File: src/rtl/upconvert_hold.sv
// Integer-factor upconverter: one input sample per FACTOR output ticks, emitted either
// as sample-and-hold or zero-stuffed, with a one-deep pending buffer pulled via sample_req.
module upconvert_hold #(
    parameter int unsigned WIDTH  = 16,
    parameter int unsigned FACTOR = 8,
    parameter int unsigned CNT_W  = 8
) (
    input  logic             clk,
    input  logic             reset,
    input  logic             strobe_out,
    input  logic             strobe_in,
    input  logic [WIDTH-1:0] datain,
    input  logic             zero_stuff,
    output logic [WIDTH-1:0] dataout,
    output logic             pul,
    output logic             sample_req,
    output logic             underrun,
    output logic             overflow
);

    localparam logic [CNT_W-1:0] LastPhase = CNT_W'(FACTOR - 1);

    logic [CNT_W-1:0] phase_q, phase_d;
    logic [WIDTH-1:0] cur_q, cur_d;
    logic [WIDTH-1:0] nxt_q, nxt_d;
    logic             nxt_valid_q, nxt_valid_d;
    logic [WIDTH-1:0] dataout_q, dataout_d;
    logic             pul_q, pul_d;
    logic             sample_req_q, sample_req_d;
    logic             underrun_q, underrun_d;
    logic             overflow_q, overflow_d;
    logic             first_q;
    logic             consume;
    logic             bypass;

    assign consume = strobe_out && (phase_q == '0);
    // Empty slot with a coincident input: the new sample is consumed directly.
    assign bypass  = consume && !nxt_valid_q && strobe_in;

    always_comb begin
        phase_d      = phase_q;
        cur_d        = cur_q;
        nxt_d        = nxt_q;
        nxt_valid_d  = nxt_valid_q;
        dataout_d    = dataout_q;
        pul_d        = strobe_out;
        sample_req_d = first_q;
        underrun_d   = underrun_q;
        overflow_d   = overflow_q;

        if (strobe_out) begin
            phase_d = (phase_q == LastPhase) ? '0 : phase_q + 1'b1;
        end

        if (consume) begin
            if (nxt_valid_q) begin
                cur_d       = nxt_q;
                dataout_d   = nxt_q;
                nxt_valid_d = 1'b0;
            end else if (strobe_in) begin
                cur_d     = datain;
                dataout_d = datain;
            end else begin
                cur_d      = '0;
                dataout_d  = '0;
                underrun_d = 1'b1;
            end
        end else if (strobe_out) begin
            dataout_d = zero_stuff ? '0 : cur_q;
        end

        if (strobe_in) begin
            nxt_d = datain;
            if (!bypass) begin
                nxt_valid_d = 1'b1;
            end
            if (nxt_valid_q && !consume) begin
                overflow_d = 1'b1;
            end
        end

        // Request only when a sample was actually taken and the slot is left empty.
        if (consume && (nxt_valid_q || strobe_in) && !nxt_valid_d) begin
            sample_req_d = 1'b1;
        end
    end

    always_ff @(posedge clk) begin
        if (reset) begin
            phase_q      <= '0;
            cur_q        <= '0;
            nxt_q        <= '0;
            nxt_valid_q  <= 1'b0;
            dataout_q    <= '0;
            pul_q        <= 1'b0;
            sample_req_q <= 1'b0;
            underrun_q   <= 1'b0;
            overflow_q   <= 1'b0;
            first_q      <= 1'b1;
        end else begin
            phase_q      <= phase_d;
            cur_q        <= cur_d;
            nxt_q        <= nxt_d;
            nxt_valid_q  <= nxt_valid_d;
            dataout_q    <= dataout_d;
            pul_q        <= pul_d;
            sample_req_q <= sample_req_d;
            underrun_q   <= underrun_d;
            overflow_q   <= overflow_d;
            first_q      <= 1'b0;
        end
    end

    assign dataout    = dataout_q;
    assign pul        = pul_q;
    assign sample_req = sample_req_q;
    assign underrun   = underrun_q;
    assign overflow   = overflow_q;

endmodule
File: config.mk
export PLATFORM = sky130hd
export DESIGN_NAME = upconvert_hold
export DESIGN_NICKNAME = d
export VERILOG_FILES = /design/src/rtl/upconvert_hold.sv
export SDC_FILE = /design/constraint.sdc
export NUM_CORES = 1
export LEC_CHECK = 0
export ABC_AREA = 1
export ABC_CLOCK_PERIOD_IN_PS = 1900
export CAP_MARGIN = 20
export CORE_ASPECT_RATIO = 1.2
export CORE_MARGIN = 4
export CORE_UTILIZATION = 40
export DETAILED_ROUTE_END_ITERATION = 12
export PLACE_DENSITY = 0.62
export SKIP_LAST_GASP = 1
export SYNTH_ARGS = -nofsm -noshare
export SYNTH_HDL_FRONTEND = slang
export SYNTH_SLANG_ARGS = --single-unit
File: constraint.sdc
create_clock -name clk -period 1.9 [get_ports clk]
set_input_delay 0.38 -clock clk [delete_from_list [all_inputs] [get_ports clk]]
set_output_delay 0.38 -clock clk [all_outputs]
set_load 0.05 [all_outputs]
==> Word-level counts from Yosys, hierarchy flattened <==
Cells that the tools add are included.
{ "word_totals": {"out_inout_bits": 20, "wordCells": 39, "ff_bits": 62} }
{ "classes": {"n_reduce_logical": 14, "add_sub_neg": 1, "muxes": 11, "eq_ne": 1, "bitwise_logic": 2} }
{ "ops": {"columns": ["cell", "count"], "rows": [
  ["$mux 16", 5],
  ["$add 8x1->8 const B", 1],
  ["$eq 8x3->1 const B", 1],
  ["$logic_not 8->1", 1],
  ["$mux 8", 1],
  ["$logic_and 1x1->1", 6],
  ["$mux 1", 5],
  ["$logic_not 1->1", 3],
  ["$reduce_and 3->1", 1],
  ["$not 1->1", 2],
  ["$reduce_and 2->1", 1],
  ["$reduce_bool 2->1", 1],
  ["$logic_or 1x1->1", 1]
]} }

==> Longest topological paths before layout <==
{ "logic_depth": {"depth_word": 9, "depth_mapped": 11, "depth_no_buf": 10} }

==> Worst setup path before layout <==
OpenSTA, ideal clock, no wires.
{ "synth_path": {"path_type": "register to register", "start": "register phase_q[0]", "end": "register dataout_q[10], in the netlist dataout[10]", "stages_incl_launch_ff": 11, "setup_slack_ns": 0.536, "setup_time_ns": 0.114, "t_required_ns": 1.786, "n_path_buf": 1, "period_less_slack_ns": 1.364, "arrival_time_ns": 1.250, "cell_sequence": "dfxtp_1 -> inv_1 -> ha_1 -> nand2_4 -> nor2_1 -> nand2_4 -> buf_6 -> nand2_2 -> a21oi_2 -> nand2_1 -> nand2_1"} }
{ "synth_between": {"elab_chain_cells": 3, "elab_cells_between_ends": 4} }
{ "synth_lines": {"columns": ["element", "line_no", "text"], "rows": [
  ["from (decl)", "23", "logic [CNT_W-1:0] phase_q, phase_d;"],
  ["from (signal assigned)", "101", "phase_q <= phase_d;"],
  ["$logic_not 8->1 (*)", "36", "assign consume = strobe_out && (phase_q == '0);"],
  ["$logic_and 1x1->1 (*)", "36", null],
  ["$mux 16 / $reduce_bool 2->1 (equally long branches)", null, null],
  ["to (signal assigned)", "105", "dataout_q <= dataout_d;"],
  ["to (decl)", "27", "logic [WIDTH-1:0] dataout_q, dataout_d;"]
]} }
Every way passes the cells marked *; elsewhere a longest branch is shown, timed or not.
A chain may end at the register's enable or synchronous reset.

==> Final worst setup path <==
{ "layout_path": {"start": "register dataout_q[13], in the netlist dataout[13]", "end": "output port dataout[13]"} }
{ "layout_rtl": {"columns": ["element", "line_no", "text"], "rows": [
  ["to (decl)", "14", "output logic [WIDTH-1:0] dataout,"]
]} }
No word-level cell between the ends.

==> tab_implementation.tex <==
\begin{tabular}{lr}
\hline
Metric & Value \\
\hline
\multicolumn{2}{l}{\textbf{Run status}} \\
\quad Result of the run & complete, no violations \\
\multicolumn{2}{l}{\textbf{CTS}} \\
\quad Total number of H-tree levels & 3 \\
\quad Clock latency reported for the late side of the worst-skew pair & $\sim$0.33 ns \\
\quad Maximum clock path buffer count & 2 \\
\quad Post-CTS clock slew at the launch and capture registers of the worst setup and hold paths & about 0.070 ns \\
\quad TritonCTS Buffers & 9 \\
\quad CTS root buffer & sky130\_fd\_sc\_hd\_\_clkbuf\_8 \\
\quad TritonCTS clock tree & yes \\
\quad Clock sink total & 62 \\
\multicolumn{2}{l}{\textbf{Logic synthesis}} \\
\quad Most used DFF post-synth & sky130\_fd\_sc\_hd\_\_dfxtp\_1 \\
\quad Number of library cell types mapped by synthesis & 26 \\
\quad Post-synth EDFFs & 0 \\
\quad Total of flip-flops plus latches after synthesis & 62 \\
\quad Ys async rst share & 0\% \\
\quad Top post-synthesis cells by area & sky130\_fd\_sc\_hd\_\_dfxtp\_1, sky130\_fd\_sc\_hd\_\_nand2\_1, sky130\_fd\_sc\_hd\_\_a21oi\_1 \\
\quad Most instantiated library cell after synthesis & sky130\_fd\_sc\_hd\_\_nand2\_1 \\
\quad Synthesized area divided by synthesized cell count & about 7.5 sq um \\
\quad Portion of the post-synthesis area used by sequential elements & a little under half \\
\quad Yosys top cell area share & 47.10\% \\
\quad Most frequent cells after synthesis & sky130\_fd\_sc\_hd\_\_nand2\_1, sky130\_fd\_sc\_hd\_\_dfxtp\_1, sky130\_fd\_sc\_hd\_\_a21oi\_1 \\
\quad Count of warnings emitted by yosys & 0 \\
\quad Synthesized instance count & 353 \\
\quad Syn Std Cell Area & 0.002635 sq mm \\
\quad Post-synthesis cell type with the largest combined area & sky130\_fd\_sc\_hd\_\_dfxtp\_1 \\
\quad Number of nets produced by synthesis & 376 \\
\multicolumn{2}{l}{\textbf{Cells and area}} \\
\quad Post-route cell area & approximately 0.0033 sq mm \\
\quad Layout cells sized above 1 & 17.50\% \\
\quad Net count reported at finish & 419 \\
\quad Final std cells w/o fill & approximately 490 \\
\quad Growth of design area from synthesis to finish & 24.88\% \\
\quad Inserted Diodes & 0 \\
\multicolumn{2}{l}{\textbf{Floorplan}} \\
\quad Horizontal die dimension & 82.09 um \\
\quad Total I/O pin count & just over 40 \\
\quad Number of placement rows & 32 \\
\quad Die Height & a little under 100 um \\
\quad Full die area & between 0.007 and 0.008 sq mm \\
\quad Initial core utilization & about two fifths \\
\quad Std-Cell Core Area & roughly 0.0064 sq mm \\
\multicolumn{2}{l}{\textbf{STA}} \\
\quad Max Clock Skew & approximately 0.0068 ns \\
\quad Max Clock Freq & approximately 540 MHz \\
\quad Setup TNS & 0 ns \\
\quad Transition time at the pin with the least slew margin & approximately 0.80 ns \\
\quad Part of the cycle the worst path needs & roughly 97\% \\
\quad Min cycle time layout & roughly 1.8 ns \\
\quad Final hold violation count & 0 \\
\quad Headroom to the max-slew limit & approximately 47\% \\
\quad Worst hold margin & roughly 0.44 ns \\
\quad Total count of max-transition violations in the final report & 0 \\
\quad Final setup viols & 0 \\
\quad Unrepaired setup endpoints after global routing & no \\
\multicolumn{2}{l}{\textbf{Placed design}} \\
\quad Buffers added on ports & 40 \\
\quad HPWL after detailed placement & about 4000 um \\
\quad Instance area after placement & just over 0.003 sq mm \\
\quad Placed Cells & 470 \\
\quad Weighted congestion at the end of routability-driven global placement & 0.8296 \\
\multicolumn{2}{l}{\textbf{Hold path}} \\
\quad Hold crit path type & reg2reg \\
\multicolumn{2}{l}{\textbf{Global route}} \\
\quad Pin count of the biggest net entering global routing & 41 \\
\quad Antenna violations before repair & 0 \\
\quad Global routing usage summed across all routing layers & $\sim$16\% \\
\quad Vias in the first global route & roughly 2200 \\
\quad Global-route wire length before repair & $\sim$9800 um \\
\quad Total congestion overflow & 0 \\
\multicolumn{2}{l}{\textbf{Setup path}} \\
\quad Number of buffers and inverters on the critical path & 1 \\
\quad Classification of the worst setup path & reg2out \\
\quad CP startpoint kind & register \\
\quad Largest delay contributor family on the critical path & buffers and inverters \\
\quad Crit-path max FO & 2 \\
\quad Register-to-register setup slack & around 0.35 ns \\
\quad Capturing element type of the critical path & output pin \\
\quad Crit path arrival time & roughly 1.5 ns \\
\quad Data required, critical path & around 1.5 ns \\
\quad Max incr delay on CP & about 0.8 ns \\
\quad Critical path's slowest cell & sky130\_fd\_sc\_hd\_\_clkdlybuf4s50\_1 \\
\quad Cells traversed along the worst timing path & clkdlybuf4s50\_1 \\
\multicolumn{2}{l}{\textbf{Detailed routing}} \\
\quad Drt first pass iters & 4 \\
\quad Post-DR wirelength/cell & around 12 um \\
\quad Routed wire length & approximately 6000 um \\
\quad Detailed-route DRC error count & 0 \\
\quad Via/cell ratio & between 4 and 5 \\
\quad Violation count after the first detailed-route iteration & approximately 150 \\
\quad Antenna violation net count after detailed routing & 0 \\
\quad Number of vias in the routed layout & approximately 2300 \\
\multicolumn{2}{l}{\textbf{Flow run}} \\
\quad Maximum Capacitance Violations & 0 \\
\multicolumn{2}{l}{\textbf{Pwr}} \\
\quad Peak supply drop & between 500 and 600 uV \\
\quad Power density relative to cell area & roughly 850 mW/mm\^{}2 \\
\quad Leakage component of the power & 1.369 nW \\
\quad Power, Total & about 2.8 mW \\
\hline
\end{tabular}
[final cells by class]
class                      instances  area, sq um
timing repair buffer              53        493.0
clock inverter                     4        22.52
sequential                        62         1241
inverter                          17        65.06
clock buffer                      11        151.4
tap                               85        106.4
fill                             639         3115
multi-input combinational        253         1211
[kinds of logic (layout without fill, tap and decap cells)]
logic type               Yosys count  count (layout)  share of synthesized area (%)
AND/OR/NAND/NOR                  172             172                          28.77
AO/OA/AOI/OAI                     78              78                          15.91
flip-flops                        62              62                          47.10
buffers and inverters             38              85                          6.932
adder cells (fa/ha/maj)            2               2                         0.9495
XOR/XNOR                           1               1                         0.3324
[stage by stage]
stage | setup slack (ns) | util [%]
3_5_place_dp | -0.05649 | 48.57
2_1_floorplan | 0.5358 | -
5_1_grt | 0.006023 | 51.37
3_3_place_gp | -0.03026 | 48.57
4_1_cts | 0.03588 | 51.29
6_report | 0.05069 | 51.37
[worst min-delay path, delay by kind of cell, from the launching register on]
family,cells,cell delay [ns]
flip-flops,1,0.31
AO/OA/AOI/OAI,1,0.06
AND/OR/NAND/NOR,1,0.04
[placed cells by master, fill, tap and decap left out, drive strengths merged]
master | netlist | routed
a21oi | 54 | 54
nand2 | 131 | 131
ha | 2 | 2
inv | 15 | 15
nand4 | 1 | 1
dlymetal6s2s | 0 | 2
clkinvlp | 0 | 1
nor3 | 1 | 1
clkbuf | 10 | 11
o21ai | 22 | 22
buf | 11 | 27
nor3b | 1 | 1
clkdlybuf4s50 | 0 | 24
dfxtp | 62 | 62
a31oi | 2 | 2
nor2 | 17 | 17
clkinv | 2 | 5
xor2 | 1 | 1
nand3 | 21 | 21
[path summary, 6_finish.rpt]
kind,start,end,cells past startpoint
setup reg to reg,phase_q[0]$_SDFFE_PP0P_,dataout[5]$_SDFFE_PP0P_,10
hold / removal,first_q$_DFF_P_,sample_req$_SDFF_PP0_,2
hold reg to reg,first_q$_DFF_P_,sample_req$_SDFF_PP0_,2
setup / recovery,dataout[13]$_SDFFE_PP0P_,dataout[13],1
[metal layers]
layer	part of all wire, %	up-vias	global-route usage (%)
met5	0	-	0
met4	1.7	0	7.289
met3	4.7	8	4.190
met2	49	48	25.58
met1	44	1050	19.78
li1	-	1223	-
[power breakdown]
| group | total, mW | switching (mW) | internal (mW) |
|---|---|---|---|
| combinational | 0.385 | 0.237 | 0.148 |
| clock | 1.02 | 0.492 | 0.530 |
| sequential | 1.38 | 0.0248 | 1.35 |
| total | 2.79 | 0.754 | 2.03 |
[sequential cells by signal, summed over array words and instances (netlist names)]
name and cells:
cur_q 16, overflow 1, nxt_valid_q 1, sample_req 1
dataout 16, nxt_q 16, first_q 1, phase_q 8
pul 1, underrun 1
[timing repair]
action,in CTS,in global routing
buffers inserted,0,0
hold buffers,0,0
gates resized for setup,0,2
endpoints found under the setup margin,0,2
(Power assumes the default switching activity.)
